--- config.mk ---
export PLATFORM = sky130hd
export DESIGN_NAME = dm_hart_array_ctrl
export DESIGN_NICKNAME = d
export VERILOG_FILES = /design/src/rtl/dm_hart_array_ctrl_pkg.sv /design/src/rtl/dm_hart_fsm.sv /design/src/rtl/dm_hart_array_ctrl.sv
export SDC_FILE = /design/constraint.sdc
export NUM_CORES = 1
export LEC_CHECK = 0
export BUFFER_PORTS_ARGS = -buffer_cell sky130_fd_sc_hd__buf_2
export CAP_MARGIN = 5
export CORE_MARGIN = 5
export CORE_UTILIZATION = 50
export DETAILED_ROUTE_END_ITERATION = 8
export GPL_ROUTABILITY_DRIVEN = 0
export PLACE_DENSITY = 0.8
export SYNTH_ARGS = -nofsm -noshare
export SYNTH_HDL_FRONTEND = slang
export SYNTH_HIERARCHICAL = 1
export SYNTH_SLANG_ARGS = --single-unit
--- constraint.sdc ---
create_clock -name clk_i -period 2.27 [get_ports clk_i]
set_input_delay 0.3405 -clock clk_i [delete_from_list [all_inputs] [get_ports clk_i]]
set_output_delay 0.3405 -clock clk_i [all_outputs]
set_load 0.1 [all_outputs]
--- src/rtl/dm_hart_array_ctrl_pkg.sv ---
// Shared types for the debug-module hart-array halt/resume controller.
package dm_hart_array_ctrl_pkg;

    // Width of hartsel as carried by dmcontrol (hartsello + hartselhi).
    localparam int unsigned HartSelLen = 20;

    // Per-hart run-control state.
    typedef enum logic [1:0] {
        HART_RUNNING  = 2'd0,
        HART_HALTREQ  = 2'd1,
        HART_HALTED   = 2'd2,
        HART_RESUMING = 2'd3
    } hart_state_e;

    // dmstatus summary bits over the selected harts.
    typedef struct packed {
        logic anyhalted;
        logic allhalted;
        logic anyrunning;
        logic allrunning;
        logic anyresumeack;
        logic allresumeack;
        logic anyhavereset;
        logic allhavereset;
        logic anyunavail;
        logic allunavail;
    } dm_hart_status_t;

    // Resume-ack counter width; a disabled timeout still needs a 1-bit counter.
    function automatic int unsigned timeout_cnt_w(input int unsigned timeout);
        return (timeout == 0) ? 1 : $clog2(timeout + 1);
    endfunction

endpackage

--- src/rtl/dm_hart_fsm.sv ---
// Run-control state machine for one hart: halt request, halted, resume with ack timeout,
// plus the havereset / haltonreset bookkeeping for that hart.
module dm_hart_fsm
    import dm_hart_array_ctrl_pkg::*;
#(
    parameter int unsigned ResumeTimeout = 1023
) (
    input  logic        clk_i,
    input  logic        rst_ni,
    input  logic        dmactive_i,
    input  logic        sel_i,
    input  logic        haltreq_i,
    input  logic        resumereq_i,
    input  logic        ackhavereset_i,
    input  logic        setresethaltreq_i,
    input  logic        clrresethaltreq_i,
    input  logic        hart_reset_i,
    input  logic        unavailable_i,
    input  logic        halted_i,
    input  logic        resuming_i,
    output hart_state_e state_o,
    output logic        debug_req_o,
    output logic        resumereq_o,
    output logic        resumeack_o,
    output logic        havereset_o,
    output logic        resume_timeout_o
);

    localparam int unsigned CntW = timeout_cnt_w(ResumeTimeout);
    localparam logic [CntW-1:0] CntMax = CntW'(ResumeTimeout);

    hart_state_e     state_reg, state_next;
    logic [CntW-1:0] cnt_reg, cnt_next;
    logic            halted_prev_reg;
    logic            reset_halt_reg, reset_halt_next;
    logic            haltonreset_reg, haltonreset_next;
    logic            havereset_reg, havereset_next;
    logic            resumeack_reg, resumeack_next;
    logic            timeout_reg, timeout_next;

    // Requests only reach a hart that is selected and powered.
    logic sel_req, halted_rise, resume_go, timeout_hit;
    assign sel_req     = sel_i & ~unavailable_i;
    assign halted_rise = halted_i & ~halted_prev_reg;
    assign resume_go   = sel_req & resumereq_i & ~haltreq_i;
    assign timeout_hit = (ResumeTimeout != 0) && (cnt_reg == CntMax);

    // State register; dmactive low clears everything except havereset.
    always_ff @(posedge clk_i or negedge rst_ni) begin
        if (!rst_ni) begin
            state_reg       <= HART_RUNNING;
            cnt_reg         <= '0;
            halted_prev_reg <= 1'b0;
            reset_halt_reg  <= 1'b0;
            haltonreset_reg <= 1'b0;
            havereset_reg   <= 1'b1;
            resumeack_reg   <= 1'b0;
            timeout_reg     <= 1'b0;
        end else if (!dmactive_i) begin
            state_reg       <= HART_RUNNING;
            cnt_reg         <= '0;
            halted_prev_reg <= 1'b0;
            reset_halt_reg  <= 1'b0;
            haltonreset_reg <= 1'b0;
            resumeack_reg   <= 1'b0;
            timeout_reg     <= 1'b0;
        end else begin
            state_reg       <= state_next;
            cnt_reg         <= cnt_next;
            halted_prev_reg <= halted_i;
            reset_halt_reg  <= reset_halt_next;
            haltonreset_reg <= haltonreset_next;
            havereset_reg   <= havereset_next;
            resumeack_reg   <= resumeack_next;
            timeout_reg     <= timeout_next;
        end
    end

    // Next-state logic; a hart reset overrides whatever the FSM was doing.
    always_comb begin
        state_next       = state_reg;
        cnt_next         = '0;
        reset_halt_next  = reset_halt_reg;
        haltonreset_next = haltonreset_reg;
        havereset_next   = havereset_reg;
        resumeack_next   = resumeack_reg;
        timeout_next     = timeout_reg;

        // Clear wins over set when both arrive together.
        if (sel_req && setresethaltreq_i) haltonreset_next = 1'b1;
        if (sel_req && clrresethaltreq_i) haltonreset_next = 1'b0;
        if (sel_req && ackhavereset_i)    havereset_next   = 1'b0;

        unique case (state_reg)
            HART_RUNNING: begin
                if (halted_rise) begin
                    state_next = HART_HALTED;
                end else if (sel_req && haltreq_i) begin
                    state_next = HART_HALTREQ;
                end
            end
            HART_HALTREQ: begin
                if (halted_i) begin
                    state_next      = HART_HALTED;
                    reset_halt_next = 1'b0;
                end else if (!haltreq_i && !reset_halt_reg) begin
                    state_next = HART_RUNNING;
                end
            end
            HART_HALTED: begin
                if (resume_go) begin
                    state_next     = HART_RESUMING;
                    resumeack_next = 1'b0;
                    timeout_next   = 1'b0;
                end
            end
            HART_RESUMING: begin
                if (resuming_i) begin
                    state_next     = HART_RUNNING;
                    resumeack_next = 1'b1;
                end else if (resume_go) begin
                    // A fresh resume request restarts the ack wait.
                    timeout_next = 1'b0;
                end else begin
                    cnt_next = timeout_hit ? cnt_reg : cnt_reg + 1'b1;
                    if (timeout_hit) timeout_next = 1'b1;
                end
            end
            default: state_next = HART_RUNNING;
        endcase

        if (hart_reset_i) begin
            havereset_next  = 1'b1;
            reset_halt_next = haltonreset_reg;
            cnt_next        = '0;
            state_next      = haltonreset_reg ? HART_HALTREQ : HART_RUNNING;
        end
    end

    // Outputs decode directly from registered state.
    always_comb begin
        state_o          = state_reg;
        debug_req_o      = (state_reg == HART_HALTREQ);
        resumereq_o      = (state_reg == HART_RESUMING);
        resumeack_o      = resumeack_reg;
        havereset_o      = havereset_reg;
        resume_timeout_o = timeout_reg;
    end

endmodule

--- src/rtl/dm_hart_array_ctrl.sv ---
// Hart-array halt/resume controller: builds the hart selection mask, runs one
// dm_hart_fsm per hart and reduces per-hart status into dmstatus summary bits.
module dm_hart_array_ctrl #(
    parameter int unsigned NrHarts       = 4,
    parameter int unsigned HartSelLen    = dm_hart_array_ctrl_pkg::HartSelLen,
    parameter int unsigned ResumeTimeout = 1023
) (
    input  logic                  clk_i,
    input  logic                  rst_ni,
    input  logic                  dmactive_i,
    input  logic [HartSelLen-1:0] hartsel_i,
    input  logic                  hasel_i,
    input  logic [NrHarts-1:0]    hawindow_i,
    input  logic                  haltreq_i,
    input  logic                  resumereq_i,
    input  logic                  ackhavereset_i,
    input  logic                  setresethaltreq_i,
    input  logic                  clrresethaltreq_i,
    input  logic [NrHarts-1:0]    hart_reset_i,
    input  logic [NrHarts-1:0]    unavailable_i,
    input  logic [NrHarts-1:0]    halted_i,
    input  logic [NrHarts-1:0]    resuming_i,
    output logic [NrHarts-1:0]    debug_req_o,
    output logic [NrHarts-1:0]    resumereq_o,
    output logic [NrHarts-1:0]    sel_o,
    output logic                  nonexistent_o,
    output logic                  anyhalted_o,
    output logic                  allhalted_o,
    output logic                  anyrunning_o,
    output logic                  allrunning_o,
    output logic                  anyresumeack_o,
    output logic                  allresumeack_o,
    output logic                  anyhavereset_o,
    output logic                  allhavereset_o,
    output logic                  anyunavail_o,
    output logic                  allunavail_o,
    output logic [NrHarts-1:0]    resume_timeout_o
);

    import dm_hart_array_ctrl_pkg::*;

    logic [NrHarts-1:0] sel;
    logic [NrHarts-1:0] halted_vec, running_vec, resumeack_vec, havereset_vec;
    hart_state_e        hart_state [NrHarts];
    dm_hart_status_t    status;

    for (genvar gi = 0; gi < NrHarts; gi++) begin : g_hart
        assign sel[gi] = (hartsel_i == HartSelLen'(gi)) | (hasel_i & hawindow_i[gi]);

        dm_hart_fsm #(
            .ResumeTimeout (ResumeTimeout)
        ) u_fsm (
            .clk_i             (clk_i),
            .rst_ni            (rst_ni),
            .dmactive_i        (dmactive_i),
            .sel_i             (sel[gi]),
            .haltreq_i         (haltreq_i),
            .resumereq_i       (resumereq_i),
            .ackhavereset_i    (ackhavereset_i),
            .setresethaltreq_i (setresethaltreq_i),
            .clrresethaltreq_i (clrresethaltreq_i),
            .hart_reset_i      (hart_reset_i[gi]),
            .unavailable_i     (unavailable_i[gi]),
            .halted_i          (halted_i[gi]),
            .resuming_i        (resuming_i[gi]),
            .state_o           (hart_state[gi]),
            .debug_req_o       (debug_req_o[gi]),
            .resumereq_o       (resumereq_o[gi]),
            .resumeack_o       (resumeack_vec[gi]),
            .havereset_o       (havereset_vec[gi]),
            .resume_timeout_o  (resume_timeout_o[gi])
        );

        // A resuming hart still counts as halted until it acknowledges.
        assign halted_vec[gi]  = ~unavailable_i[gi] &
                                 ((hart_state[gi] == HART_HALTED) || (hart_state[gi] == HART_RESUMING));
        assign running_vec[gi] = ~unavailable_i[gi] &
                                 ((hart_state[gi] == HART_RUNNING) || (hart_state[gi] == HART_HALTREQ));
    end

    // Summary reduction over the selected harts; all* bits need a non-empty selection.
    always_comb begin
        status.anyhalted    = |(halted_vec & sel);
        status.allhalted    = (|sel) & (&(halted_vec | ~sel));
        status.anyrunning   = |(running_vec & sel);
        status.allrunning   = (|sel) & (&(running_vec | ~sel));
        status.anyresumeack = |(resumeack_vec & sel);
        status.allresumeack = (|sel) & (&(resumeack_vec | ~sel));
        status.anyhavereset = |(havereset_vec & sel);
        status.allhavereset = (|sel) & (&(havereset_vec | ~sel));
        status.anyunavail   = |(unavailable_i & sel);
        status.allunavail   = (|sel) & (&(unavailable_i | ~sel));
    end

    assign sel_o          = sel;
    assign nonexistent_o  = (hartsel_i >= HartSelLen'(NrHarts)) && !(|sel);
    assign anyhalted_o    = status.anyhalted;
    assign allhalted_o    = status.allhalted;
    assign anyrunning_o   = status.anyrunning;
    assign allrunning_o   = status.allrunning;
    assign anyresumeack_o = status.anyresumeack;
    assign allresumeack_o = status.allresumeack;
    assign anyhavereset_o = status.anyhavereset;
    assign allhavereset_o = status.allhavereset;
    assign anyunavail_o   = status.anyunavail;
    assign allunavail_o   = status.allunavail;

endmodule

### After elaboration in Yosys (flattened, before gate mapping)

Cells that the tools add are included.
W data, S select, Z words.

* div/mod/pow operators: 0
* bitwise gates (word level): 57
* mux-type cells: 140
* magnitude comparators: 1
* multiply operators: 0
* add/subtract/negate cells: 4
* reductions and logical operators: 75
* shift operators: 0
* eq/ne operators: 71

Operators by type and width (count)
* $mux W10: 24
* $mux W1: 72
* $mux W2: 32
* $reduce_and A4 Y1: 13
* $ne A3 B1 Y1 const B: 16
* $add A10 B1 Y10 const B: 4
* $eq A10 B10 Y1 const B: 4
* $eq A20 B2 Y1 const B: 2
* $and A1 B1 Y1: 33
* $ne A4 B4 Y1 const B: 8
* $pmux W2 S4: 4
* $ne A3 B3 Y1 const B: 8
* $ne A6 B6 Y1 const B: 4
* $reduce_or A4 Y1: 6
* $logic_and A1 B1 Y1: 21
* $and A4 B4 Y4: 5
* $eq A20 B1 Y1 const B: 1
* $ge A20 B3 Y1 const B: 1
* $logic_not A20 Y1: 1
* $ne A5 B3 Y1 const B: 4
* $ne A5 B5 Y1 const B: 4
* $or A4 B4 Y4: 5
* $eq A2 B2 Y1 const B: 8
* $ne A4 B3 Y1 const B: 4
* 12 further kinds: 64

* memories: 0
* word-level logic and storage cells: 380
* output and inout bits: 27
* bits in registers: 72
* ROM bits: 0
* latch bits: 0
* bits in writable memories: 0

### Depth between registers and ports, before layout

Gate-level depths: netlist of run 1.

* depth after elaboration: 10
* mapped depth: 10
* depth with buffers taken out: 8

### By module

Netlist of run 1, hierarchy kept.

By module, submodules not included
* dm_hart_fsm: cells each 101, area each 970.9 µm², instances 4, sequential area each 451.7 µm²
* dm_hart_array_ctrl: cells each 105, area each 833.3 µm², instances 1, sequential area each 0.0 µm²

### Least setup slack after synthesis of run 1

No wires, ideal clock.

* kind: input -> register
* from: input hartsel_i[15]
* to: register g_hart[1].u_fsm.cnt_reg[2]
* path slack: -1.879 ns
* data arrival time: 4.017 ns
* stages on the path: 10
* setup time: 0.131 ns
* cell sequence: nor4_4 > and3_1 > buf_4 > nand3_1 > o21ai_0 > and4bb_1 > or3_1 > buf_6 > o21bai_1 > a31oi_1

* word-level cells in the longest chain between the ends: 10

RTL lines
* from (decl): RTL line dm_hart_array_ctrl.sv:11 `input logic [HartSelLen-1:0] hartsel_i,`
* $eq A20 B1 Y1 *: RTL line dm_hart_array_ctrl.sv:48 `assign sel[gi] = (hartsel_i == HartSelLen'(gi)) | (hasel_i & hawindow_i[gi]);`
* $or A1 B1 Y1 *: RTL line dm_hart_array_ctrl.sv:48
* net sel_o[1]: RTL line dm_hart_array_ctrl.sv:25 `output logic [NrHarts-1:0] sel_o,`
* $and A1 B1 Y1 *: RTL line dm_hart_fsm.sv:43 `assign sel_req = sel_i & ~unavailable_i;`
* $and A1 B1 Y1 * (2 in a row): RTL line dm_hart_fsm.sv:45 `assign resume_go = sel_req & resumereq_i & ~haltreq_i;`
* $mux W10: RTL line dm_hart_fsm.sv:121 `end else if (resume_go) begin`
* $mux W10: RTL line dm_hart_fsm.sv:118 `if (resuming_i) begin`
* $mux W10: RTL line dm_hart_fsm.sv:94 `unique case (state_reg)`
* $mux W10: RTL line dm_hart_fsm.sv:132 `if (hart_reset_i) begin`
* $mux W10: RTL line dm_hart_fsm.sv:59 `end else if (!dmactive_i) begin`
* to (signal assigned): RTL line dm_hart_fsm.sv:69 `cnt_reg <= cnt_next;`
* to (decl): RTL line dm_hart_fsm.sv:33 `logic [CntW-1:0] cnt_reg, cnt_next;`

The timed path passes the listed nets; every way through them passes the cells marked *.
A chain may end at the register's enable or synchronous reset.

### Worst setup path in the final report of run 1

* from: register g_hart[3].u_fsm.resumeack_reg
* to: output anyresumeack_o

* word-level cells in the longest chain between the ends: 2

RTL lines
* from (decl): RTL line dm_hart_fsm.sv:38 `logic resumeack_reg, resumeack_next;`
* from (signal assigned): RTL line dm_hart_fsm.sv:74 `resumeack_reg <= resumeack_next;`
* $and A4 B4 Y4: RTL line dm_hart_array_ctrl.sv:87 `status.anyresumeack = |(resumeack_vec & sel);`
* $reduce_or A4 Y1: RTL line dm_hart_array_ctrl.sv:87
* to (decl): RTL line dm_hart_array_ctrl.sv:31 `output logic anyresumeack_o,`

Every way passes these cells.

==> results of run 1 <==
## where the power goes
part	switching [W]	internal (W)
Clock	0.000499	0.000507
Sequential	0.0000270	0.00130
Combinational	0.000393	0.000228
Total	0.000919	0.00204
## repair_timing
action                                  in CTS  in global routing
resized for setup                            6                  6
endpoints found under the setup margin       4                  8
setup buffers                                1                  2
pin swaps                                    2                  2
## stage by stage
stage	instances	utilization	TNS [ps]	setup slack [ps]
finish	740	0.656	0	0.0140
global route	740	0.656	-164	-59.5
detailed placement	722	0.629	0	34.6
global placement	722	0.629	0	114
floorplan	509	-	-2340	-216
CTS	738	0.652	-15.6	-15.6
## worst max path at each step
| stage | to | slack (ps) | cells after the start |
|---|---|---|---|
| after floorplan | g_hart[1].u_fsm/cnt_reg[2] | -220 | 10 |
| after global placement | allunavail_o | 110 | 6 |
| after detailed placement | allunavail_o | 30 | 6 |
| after CTS | anyresumeack_o | -20 | 5 |
| after global routing | allrunning_o | -60 | 5 |
| final | anyresumeack_o | 0.01 | 5 |
## final cells by class
class                   count  area share
clock buffers               9      0.0204
clock inverters             6      0.0114
inverters                  21      0.0130
multi-input cells         400       0.490
flip-flops and latches     72       0.299
well taps                 129      0.0266
repair buffers            103       0.140
## cell usage in the layout (no fill, tap or decap), types with 9 or more instances in the layout
| master | count |
|---|---|
| buf_4 | 25 |
| a31oi_1 | 12 |
| nand2b_1 | 17 |
| and2_1 | 9 |
| buf_12 | 18 |
| or3_1 | 12 |
| inv_1 | 21 |
| and3_1 | 13 |
| nor2b_1 | 13 |
| nor3_1 | 15 |
| clkbuf_8 | 9 |
| nand3_1 | 16 |
| dfrtp_1 | 64 |
| buf_2 | 60 |
| o31ai_1 | 12 |
| a21oi_1 | 35 |
| nor2_1 | 47 |
| nand2_1 | 20 |
## critical path, cell delays in order (launching register included)
cell,delay (ps)
dfrtp_2,450
a222oi_1,280
nor2b_1,90
a41o_1,230
a221o_4,360
buf_12,170
## per-layer routing
metal | track usage | up-vias | routed length (um)
met5 | 0 | - | 0
met3 | 0.0458 | 32 | 942
met1 | 0.300 | 2187 | 5360
met2 | 0.360 | 208 | 6070
li1 | - | 2121 | -
met4 | 0.0831 | 0 | 285
## Yosys cell counts (all sizes together), types with 6 or more instances
master / number / share of area
and2: 9 / 0.012
nand3: 18 / 0.022
nor3: 24 / 0.030
nor3b: 9 / 0.014
clkbuf: 7 / 0.0069
nand2b: 17 / 0.023
o31ai: 13 / 0.021
and3: 13 / 0.017
dfrtp: 68 / 0.36
a21oi: 39 / 0.042
or3: 16 / 0.025
nand2: 20 / 0.016
nor2b: 19 / 0.025
o21bai: 8 / 0.013
inv: 21 / 0.017
buf: 9 / 0.017
nor4: 13 / 0.029
o21ai: 10 / 0.011
xnor2: 8 / 0.015
a31oi: 12 / 0.016
nor2: 49 / 0.040
xor2: 8 / 0.015
o22ai: 6 / 0.0080
a211oi: 6 / 0.0095
## cell families after synthesis
logic type,count (synthesis)
buffers and inverters,37
and+or+nand+nor,226
DFF,72
muxes,10
AOI/OAI and AO/OA,144
xor gates and xnor gates,16
adders and majority gates,4
==> flow_metrics.py, run 1 <==
metrics = {
    "detailed_routing": {
        "postRouteWirelength_um": 12700,
        "drtIter0Drc": 315,
        "num_vias": 4548,
        "drc_errors": 0,
        "first_pass_iters": 5,
        "viasPerCell": 6.15,
        "wl_per_cell_um": 17.1,
        "ant_nets": 0,
    },
    "clock_tree": {
        "cts_made_buffers": 9,
        "cts.sinks": 72,
        "cts-root-buf": "clkbuf_8",
        "path_clk_slew_ps": 90,
        "cts_max_level": 3,
        "clock_latency_ps": 350,
        "holdBufCountCts": 0,
        "cts.path.max_buffers": 2,
        "tritoncts": "built",
    },
    "setup_path": {
        "crit_type": "flip-flop to primary output",
        "rr_worst_depth": 5,
        "critPathLaunch": "g_hart[3].u_fsm/resumeack_o",
        "reg2reg_slack_ps": 510,
        "required_ps": 1930,
        "crit_fanout": 5,
        "reg2reg_to": "g_hart[0].u_fsm/cnt_reg[1]",
        "start_kind": "flip-flop",
        "r2r_start": "g_hart[0].u_fsm/cnt_reg[0]",
        "worst_ep_arrival_time_ps": 1930,
        "endpoint_kind": "primary output",
    },
    "yosys": {
        "synth_nets": 562,
        "synth-edff-count": 0,
        "synth-seq-area-share": 0.383,
        "synthArstFlopShare": 1.00,
        "ys_ff_latch": 72,
        "synth_compound_area_frac": 0.215,
        "synthFlopType": "dfrtp_1",
        "synth_cell_types": 67,
        "syn-mean-instance-area_um2": 9.27,
        "syn_area_mm2": 0.00472,
        "synth_fa_ha_area_frac": 0.0106,
        "synth_cells": 509,
        "synth_mux_area_frac": 0.0300,
        "synth_top_family_by_area": "simple AND/OR/NAND/NOR gates",
        "synth-simple-area-share": 0.291,
        "synth_warnings": 6,
        "synth_xor_area_frac": 0.0297,
    },
    "layout": {
        "fillers": 712,
        "final_area_mm2": 0.00606,
        "multiInputGateArea_mm2": 0.00297,
        "fin_nets": 660,
        "largest_register_ffs": 40,
        "antenna_cells": 0,
        "drive_gt1_frac": 0.306,
        "seq_area_mm2": 0.00181,
        "area_growth_pct": 28.5,
    },
    "floorplan": {
        "die_x_um": 107,
        "die_y_um": 107,
        "start_util": 0.510,
        "num_rows": 35,
        "core_mm2": 0.00924,
        "dieArea_mm2": 0.0115,
        "pin_count": 76,
    },
    "pwr": {
        "power_w": 0.00296,
        "ir_drop_mv": 0.321,
        "power_density_mw_per_mm2": 488,
        "p_leak_nw": 2.53,
    },
    "global_route": {
        "first_global_vias": 4394,
        "grt_max_degree": 73,
        "grtUsageTotal": 0.224,
        "grt_overflow_total": 0,
        "antenna_found_initial": 0,
        "grt_pass1_wl_um": 21100,
    },
    "sta": {
        "drv_slew": 0,
        "tightest_slew_ps": 521,
        "clock.fmax_mhz": 441,
        "min_period_ps": 2270,
        "setup_violations": 0,
        "skew_ps": 16.2,
        "holdWs_ps": 8.61,
        "rsz0062_at_grt": "true",
        "fin_crit_sh": 1.00,
        "maxSlewHeadroom": 0.648,
        "hold_violations": 0,
    },
    "place": {
        "place_area_mm2": 0.00581,
        "dpl.hpwl_um": 9420,
        "numPortBuffers": 75,
    },
    "min_path": {
        "hp-class": "primary input to asynchronous set/reset pin",
    },
    "status": {
        "outcome": "finished clean",
    },
    "flow_run": {
        "maxCapViolations": 0,
    },
}
Note: power is estimated with default switching activity, not from simulation.
==> run 2, diff against run 1 <==
--- a/constraint.sdc
+++ b/constraint.sdc
@@ -3,2 +3,2 @@
 set_output_delay 0.3405 -clock clk_i [all_outputs]
-set_load 0.1 [all_outputs]
+set_load 0.01 [all_outputs]
==> run 2 against run 1 <==
Compared with the run above: power fell by 1.4%; non-clock buffer count fell by 7; largest power group unchanged; critical path depth did not move; sequential share of layout area rose by 2.6 points; utilization fell by 5.4 points; die area did not move; global-route usage fell by 0.46 points; clock power rose by 22%; fmax rose by 3.4%; clock-buffer cell count rose by 2; via count fell by 1.2%; first-iteration DRC count rose by 1.6%.
==> flow_metrics.py, run 2 (same netlist as run 1, synthesis figures left out) <==
metrics = {
    "min_path": {
        "hp-class": "primary input to flip-flop",
    },
    "detailed_routing": {
        "drtIter0Drc": 320,
        "num_vias": 4494,
        "postRouteWirelength_um": 12300,
        "first_pass_iters": 7,
        "viasPerCell": 6.12,
        "ant_nets": 0,
        "drc_errors": 0,
        "wl_per_cell_um": 16.7,
    },
    "clock_tree": {
        "cts_made_buffers": 9,
        "clock_latency_ps": 330,
        "cts-root-buf": "clkbuf_8",
        "tritoncts": "built",
        "cts.path.max_buffers": 2,
        "path_clk_slew_ps": 80,
        "cts.sinks": 72,
        "cts_max_level": 3,
    },
    "setup_path": {
        "crit_type": "flip-flop to primary output",
        "worst_ep_arrival_time_ps": 1860,
        "reg2reg_slack_ps": 520,
        "start_kind": "flip-flop",
        "crit_fanout": 6,
        "endpoint_kind": "primary output",
        "slowest_delay_ps": 450,
        "required_ps": 1930,
        "crit_slowest_cell": "dfrtp_1",
        "crit_chain": "a222oi_1 -> nor2b_1 -> a41o_1 -> a221o_1 -> buf_2",
    },
    "sta": {
        "fin_crit_sh": 0.967,
        "setup_tns_ps": 0,
        "tightest_slew_ps": 538,
        "clock.fmax_mhz": 455,
        "rsz0062_at_grt": "true",
        "holdWs_ps": 269,
        "maxSlewHeadroom": 0.642,
        "drv_slew": 0,
        "setup_violations": 0,
        "min_period_ps": 2200,
        "skew_ps": 11.8,
        "hold_violations": 0,
    },
    "layout": {
        "final_cells": 734,
        "mostFrequentLayoutCell": "buf_2",
        "seq_area_mm2": 0.00181,
        "drive_gt1_frac": 0.245,
        "fin_nets": 653,
        "largest_register_ffs": 40,
        "final_area_mm2": 0.00557,
        "area_growth_pct": 18.0,
        "antenna_cells": 0,
        "fillers": 784,
        "final_cell_mix": "buf_2 (75), dfrtp_1 (67), nor2_1 (48)",
        "utilization": 0.602,
        "multiInputGateArea_mm2": 0.00273,
    },
    "floorplan": {
        "die_y_um": 107,
        "dieArea_mm2": 0.0115,
        "die_x_um": 107,
        "core_mm2": 0.00924,
        "pin_count": 76,
        "start_util": 0.510,
        "num_rows": 35,
    },
    "place": {
        "place_inst": 717,
        "place_area_mm2": 0.00531,
        "dpl.hpwl_um": 9130,
        "numPortBuffers": 75,
    },
    "pwr": {
        "ir_drop_mv": 0.449,
        "p_leak_nw": 2.41,
        "power_density_mw_per_mm2": 524,
    },
    "global_route": {
        "first_global_vias": 4439,
        "grtUsageTotal": 0.220,
        "antenna_found_initial": 0,
        "grt_max_degree": 52,
        "grt_overflow_total": 0,
        "grt_pass1_wl_um": 20700,
    },
    "flow_run": {
        "maxCapViolations": 0,
    },
    "status": {
        "outcome": "finished clean",
    },
}
run 2: per-layer routing:
metal / GRT usage / part of all wire / vias to the layer above
met5: 0 / 0 / -
met4: 0.0877 / 0.024 / 0
met3: 0.0373 / 0.067 / 26
met2: 0.362 / 0.47 / 211
met1: 0.288 / 0.44 / 2144
li1: - / - / 2113
run 2: through the flow:
stage          setup WS [ps]  total power [W]
2_1_floorplan            123          0.00152
3_3_place_gp            96.1          0.00170
3_5_place_dp           -4.77          0.00170
4_1_cts                 55.0          0.00294
5_1_grt                -21.8          0.00303
6_report                74.2          0.00292
run 2: area by class of cell:
| type | count | share of cell area |
|---|---|---|
| sequential | 72 | 0.325 |
| clock inverter | 5 | 0.0187 |
| clock buffer | 11 | 0.0254 |
| inverter | 21 | 0.0142 |
| tap | 129 | 0.0290 |
| multi-input combinational | 400 | 0.490 |
| timing repair buffer | 96 | 0.0984 |
run 2: final timing paths:
check                                                 start                              end  cells past startpoint
max in group asynchronous                            rst_ni      g_hart[2].u_fsm/havereset_o                      3
worst min-delay path                            halted_i[3]  g_hart[3].u_fsm/halted_prev_reg                      2
worst max-delay path            g_hart[0].u_fsm/resumeack_o                   anyresumeack_o                      5
worst max register to register   g_hart[1].u_fsm/cnt_reg[0]       g_hart[1].u_fsm/cnt_reg[1]                      5
min in group asynchronous                            rst_ni       g_hart[3].u_fsm/cnt_reg[8]                      2
worst min register to register   g_hart[0].u_fsm/cnt_reg[2]       g_hart[0].u_fsm/cnt_reg[2]                      1
run 2: timing repair:
item / CTS / global route
hold buffers: 1 / 0
setup buffers: 0 / 0
pin swaps: 0 / 2
resized for setup: 1 / 1
endpoints found under the hold margin: 19 / 0
setup endpoints to repair: 1 / 2
run 2: worst max-delay path: cells and delay by family (launching register included):
| kind | cells | cell delay (ps) |
|---|---|---|
| and+or+nand+nor | 1 | 80 |
| AOI/OAI and AO/OA | 3 | 850 |
| buffers and inverters | 1 | 150 |
| DFF | 1 | 450 |
run 2: power breakdown:
group | switching (W) | internal (W)
Combinational | 0.000211 | 0.000145
Clock | 0.000467 | 0.000761
Sequential | 0.0000289 | 0.00130
==> run 3, diff against run 2 <==
- PLACE_DENSITY: 0.8 -> 0.73
- SYNTH_HIERARCHICAL: 1 -> not set
- clock period: 2.27 -> 2.7 ns (I/O delays scaled with it)
==> run 3 against run 2 <==
Compared with the run above: sequential power down 15%; critical path depth increased by 4; die area fell by 8.2%; wire length decreased by 11%; flip-flop and latch count is the same; combinational power fell by 17%; cell count is 8.9% lower; worst setup slack better by 63 ps.
==> flow_metrics.py, run 3 <==
metrics = {
    "pwr": {
        "swShare": 0.277,
        "p_switching_w": 0.000602,
        "comb_power_share": 0.135,
        "p_int_w": 0.00157,
        "p_leak_nw": 2.19,
        "power_density_mw_per_mm2": 446,
        "clkPwrFrac": 0.345,
        "p_seq_frac": 0.519,
        "ir_drop_mv": 0.257,
    },
    "setup_path": {
        "crit_slowest_cell": "or2_2",
        "crit_top_cell": "buf_2",
        "crit_type": "primary input to primary output",
        "reg2reg_to": "g_hart[1].u_fsm.state_o[1]",
        "crit_chain": "buf_2 -> nor4_2 -> nand3_2 -> or2_2 -> nand2_1 -> inv_1 -> a2111oi_0 -> buf_4 -> buf_2",
        "reg2reg_slack_ps": 550,
        "worst_ep_arrival_time_ps": 2160,
        "crit_fanout": 6,
        "worstSetupEndpoint": "allhalted_o",
        "slowest_delay_ps": 340,
        "critPathLaunch": "hartsel_i[5]",
        "rr_worst_depth": 4,
        "required_ps": 2300,
        "start_kind": "primary input",
        "r2r_start": "g_hart[1].u_fsm.state_o[1]",
        "endpoint_kind": "primary output",
    },
    "layout": {
        "drive_gt1_frac": 0.204,
        "area_growth_pct": 13.5,
        "antenna_cells": 0,
        "final_area_mm2": 0.00487,
        "mostFrequentLayoutCell": "buf_2",
        "largest_register_ffs": 40,
        "seq_area_mm2": 0.00181,
        "fillers": 767,
        "final_cell_mix": "buf_2 (75), dfrtp_1 (68), nor2_1 (53)",
        "final_cells": 669,
        "fin_nets": 612,
        "multiInputGateArea_mm2": 0.00223,
    },
    "global_route": {
        "antenna_found_initial": 0,
        "grt_pass1_wl_um": 18100,
        "grtUsageTotal": 0.218,
        "grt_overflow_total": 0,
        "first_global_vias": 3756,
        "grt_max_degree": 44,
    },
    "yosys": {
        "synth-edff-count": 0,
        "syn-mean-instance-area_um2": 8.65,
        "synth-seq-area-share": 0.421,
        "yosysMostFrequentCell": "dfrtp_1",
        "synth_top_area_frac": 0.396,
        "synthFlopType": "dfrtp_1",
        "ys_ff_latch": 72,
        "syn_area_mm2": 0.00429,
        "synthArstFlopShare": 1.00,
        "synth_common_cells": "dfrtp_1 (68), nor2_1 (53), nand2_1 (50), a21oi_1 (41), nand3_1 (28)",
        "synth_cells": 496,
        "synth_nets": 549,
        "synth_top_area_cell": "dfrtp_1",
        "synth_warnings": 0,
        "synth_area_leaders": "dfrtp_1 (40%), a21oi_1 (4.8%), nor2_1 (4.6%)",
        "synth_cell_types": 59,
    },
    "detailed_routing": {
        "postRouteWirelength_um": 11000,
        "viasPerCell": 5.83,
        "ant_nets": 0,
        "drtIter0Drc": 290,
        "wl_per_cell_um": 16.4,
        "drc_errors": 0,
        "num_vias": 3897,
        "first_pass_iters": 5,
    },
    "clock_tree": {
        "clock_latency_ps": 350,
        "cts.sinks": 72,
        "path_clk_slew_ps": 70,
        "cts-root-buf": "clkbuf_8",
        "cts_max_level": 3,
        "holdBufCountCts": 0,
        "cts_made_buffers": 9,
        "cts.path.max_buffers": 2,
        "tritoncts": "built",
        "cts_resized": 0,
        "cts_setup_buffers": 0,
    },
    "sta": {
        "skew_ps": 4.59,
        "rsz0062_at_grt": "false",
        "drv_slew": 0,
        "min_period_ps": 2560,
        "clock.fmax_mhz": 390,
        "setup_violations": 0,
        "setup_tns_ps": 0,
        "hold_violations": 0,
        "tightest_slew_ps": 692,
        "fin_crit_sh": 0.949,
        "maxSlewHeadroom": 0.526,
    },
    "floorplan": {
        "core_mm2": 0.00830,
        "num_rows": 33,
        "dieArea_mm2": 0.0105,
        "die_x_um": 103,
        "start_util": 0.517,
        "die_y_um": 103,
        "pin_count": 76,
    },
    "place": {
        "place_inst": 653,
        "dpl.hpwl_um": 8210,
        "place_area_mm2": 0.00471,
        "numPortBuffers": 75,
    },
    "flow_run": {
        "maxCapViolations": 0,
    },
    "status": {
        "outcome": "finished clean",
    },
    "min_path": {
        "hp-class": "primary input to asynchronous set/reset pin",
    },
}
[run 3: cell types whose count changed after synthesis, sizes merged, moves of 8 or more]
cell	before	now
o21ai	10	20
nand2	20	50
a31oi	12	4
or3	16	1
nor2b	19	7
nand3	18	29
buf	9	21
nor4	13	5
inv	21	13
[run 3: power by group through the flow]
| stage | Clock (W) | Sequential (W) | Combinational (W) |
|---|---|---|---|
| 3_5_place_dp | 0 | 0.00115 | 0.000292 |
| 3_3_place_gp | 0 | 0.00115 | 0.000289 |
| 5_1_grt | 0.000814 | 0.00113 | 0.000326 |
| 6_report | 0.000751 | 0.00113 | 0.000295 |
| 4_1_cts | 0.000771 | 0.00113 | 0.000293 |
| 2_1_floorplan | 0 | 0.00113 | 0.000171 |
[run 3: final cells by class]
cell class	count	area share
clock buffers	13	0.0306
clock inverters	3	0.00359
inverters	14	0.0118
multi-input cells	375	0.458
flip-flops and latches	72	0.371
well taps	105	0.0270
repair buffers	87	0.0981
[run 3: cells by family (layout without fill, tap and decap cells)]
kind of cell | Yosys count | after routing | share of synthesized area
muxes | 9 | 9 | 0.0213
DFF | 72 | 72 | 0.421
buffers and inverters | 49 | 117 | 0.0589
AOI/OAI and AO/OA | 118 | 118 | 0.176
xor gates and xnor gates | 23 | 23 | 0.0469
adders and majority gates | 4 | 4 | 0.0117
and+or+nand+nor | 221 | 221 | 0.264
[run 3: layer usage]
| metal | GRT usage | vias to the layer above | wire, um |
|---|---|---|---|
| met3 | 0.0447 | 19 | 754 |
| met5 | 0 | - | 0 |
| met2 | 0.351 | 131 | 5160 |
| met1 | 0.297 | 1856 | 4860 |
| li1 | - | 1891 | - |
| met4 | 0.0676 | 0 | 176 |
[run 3: how the worst min path moves through the flow]
stage	start	endpoint	cells past startpoint
floorplan	rst_ni	g_hart[0].u_fsm.cnt_reg[0]	0
global placement	rst_ni	g_hart[0].u_fsm.cnt_reg[7]	1
detailed placement	rst_ni	g_hart[0].u_fsm.state_o[0]	1
CTS	rst_ni	g_hart[2].u_fsm.halted_prev_reg	1
global route	rst_ni	g_hart[0].u_fsm.cnt_reg[7]	1
finish	rst_ni	g_hart[0].u_fsm.cnt_reg[7]	1
[run 3: critical path, delay by kind of cell]
kind / cells / cell delay [ps]
compound gates: 1 / 330
simple gates: 4 / 910
buf+inv: 4 / 510
[run 3: through the flow]
stage,total power [W],utilization,setup slack [ps],hold slack [ps]
after global routing,0.00227,0.587,25.2,167
final,0.00218,0.587,137,102
after CTS,0.00219,0.587,135,120
after detailed placement,0.00144,0.567,144,497
after global placement,0.00144,0.567,200,498
after floorplan,0.00130,-,364,109
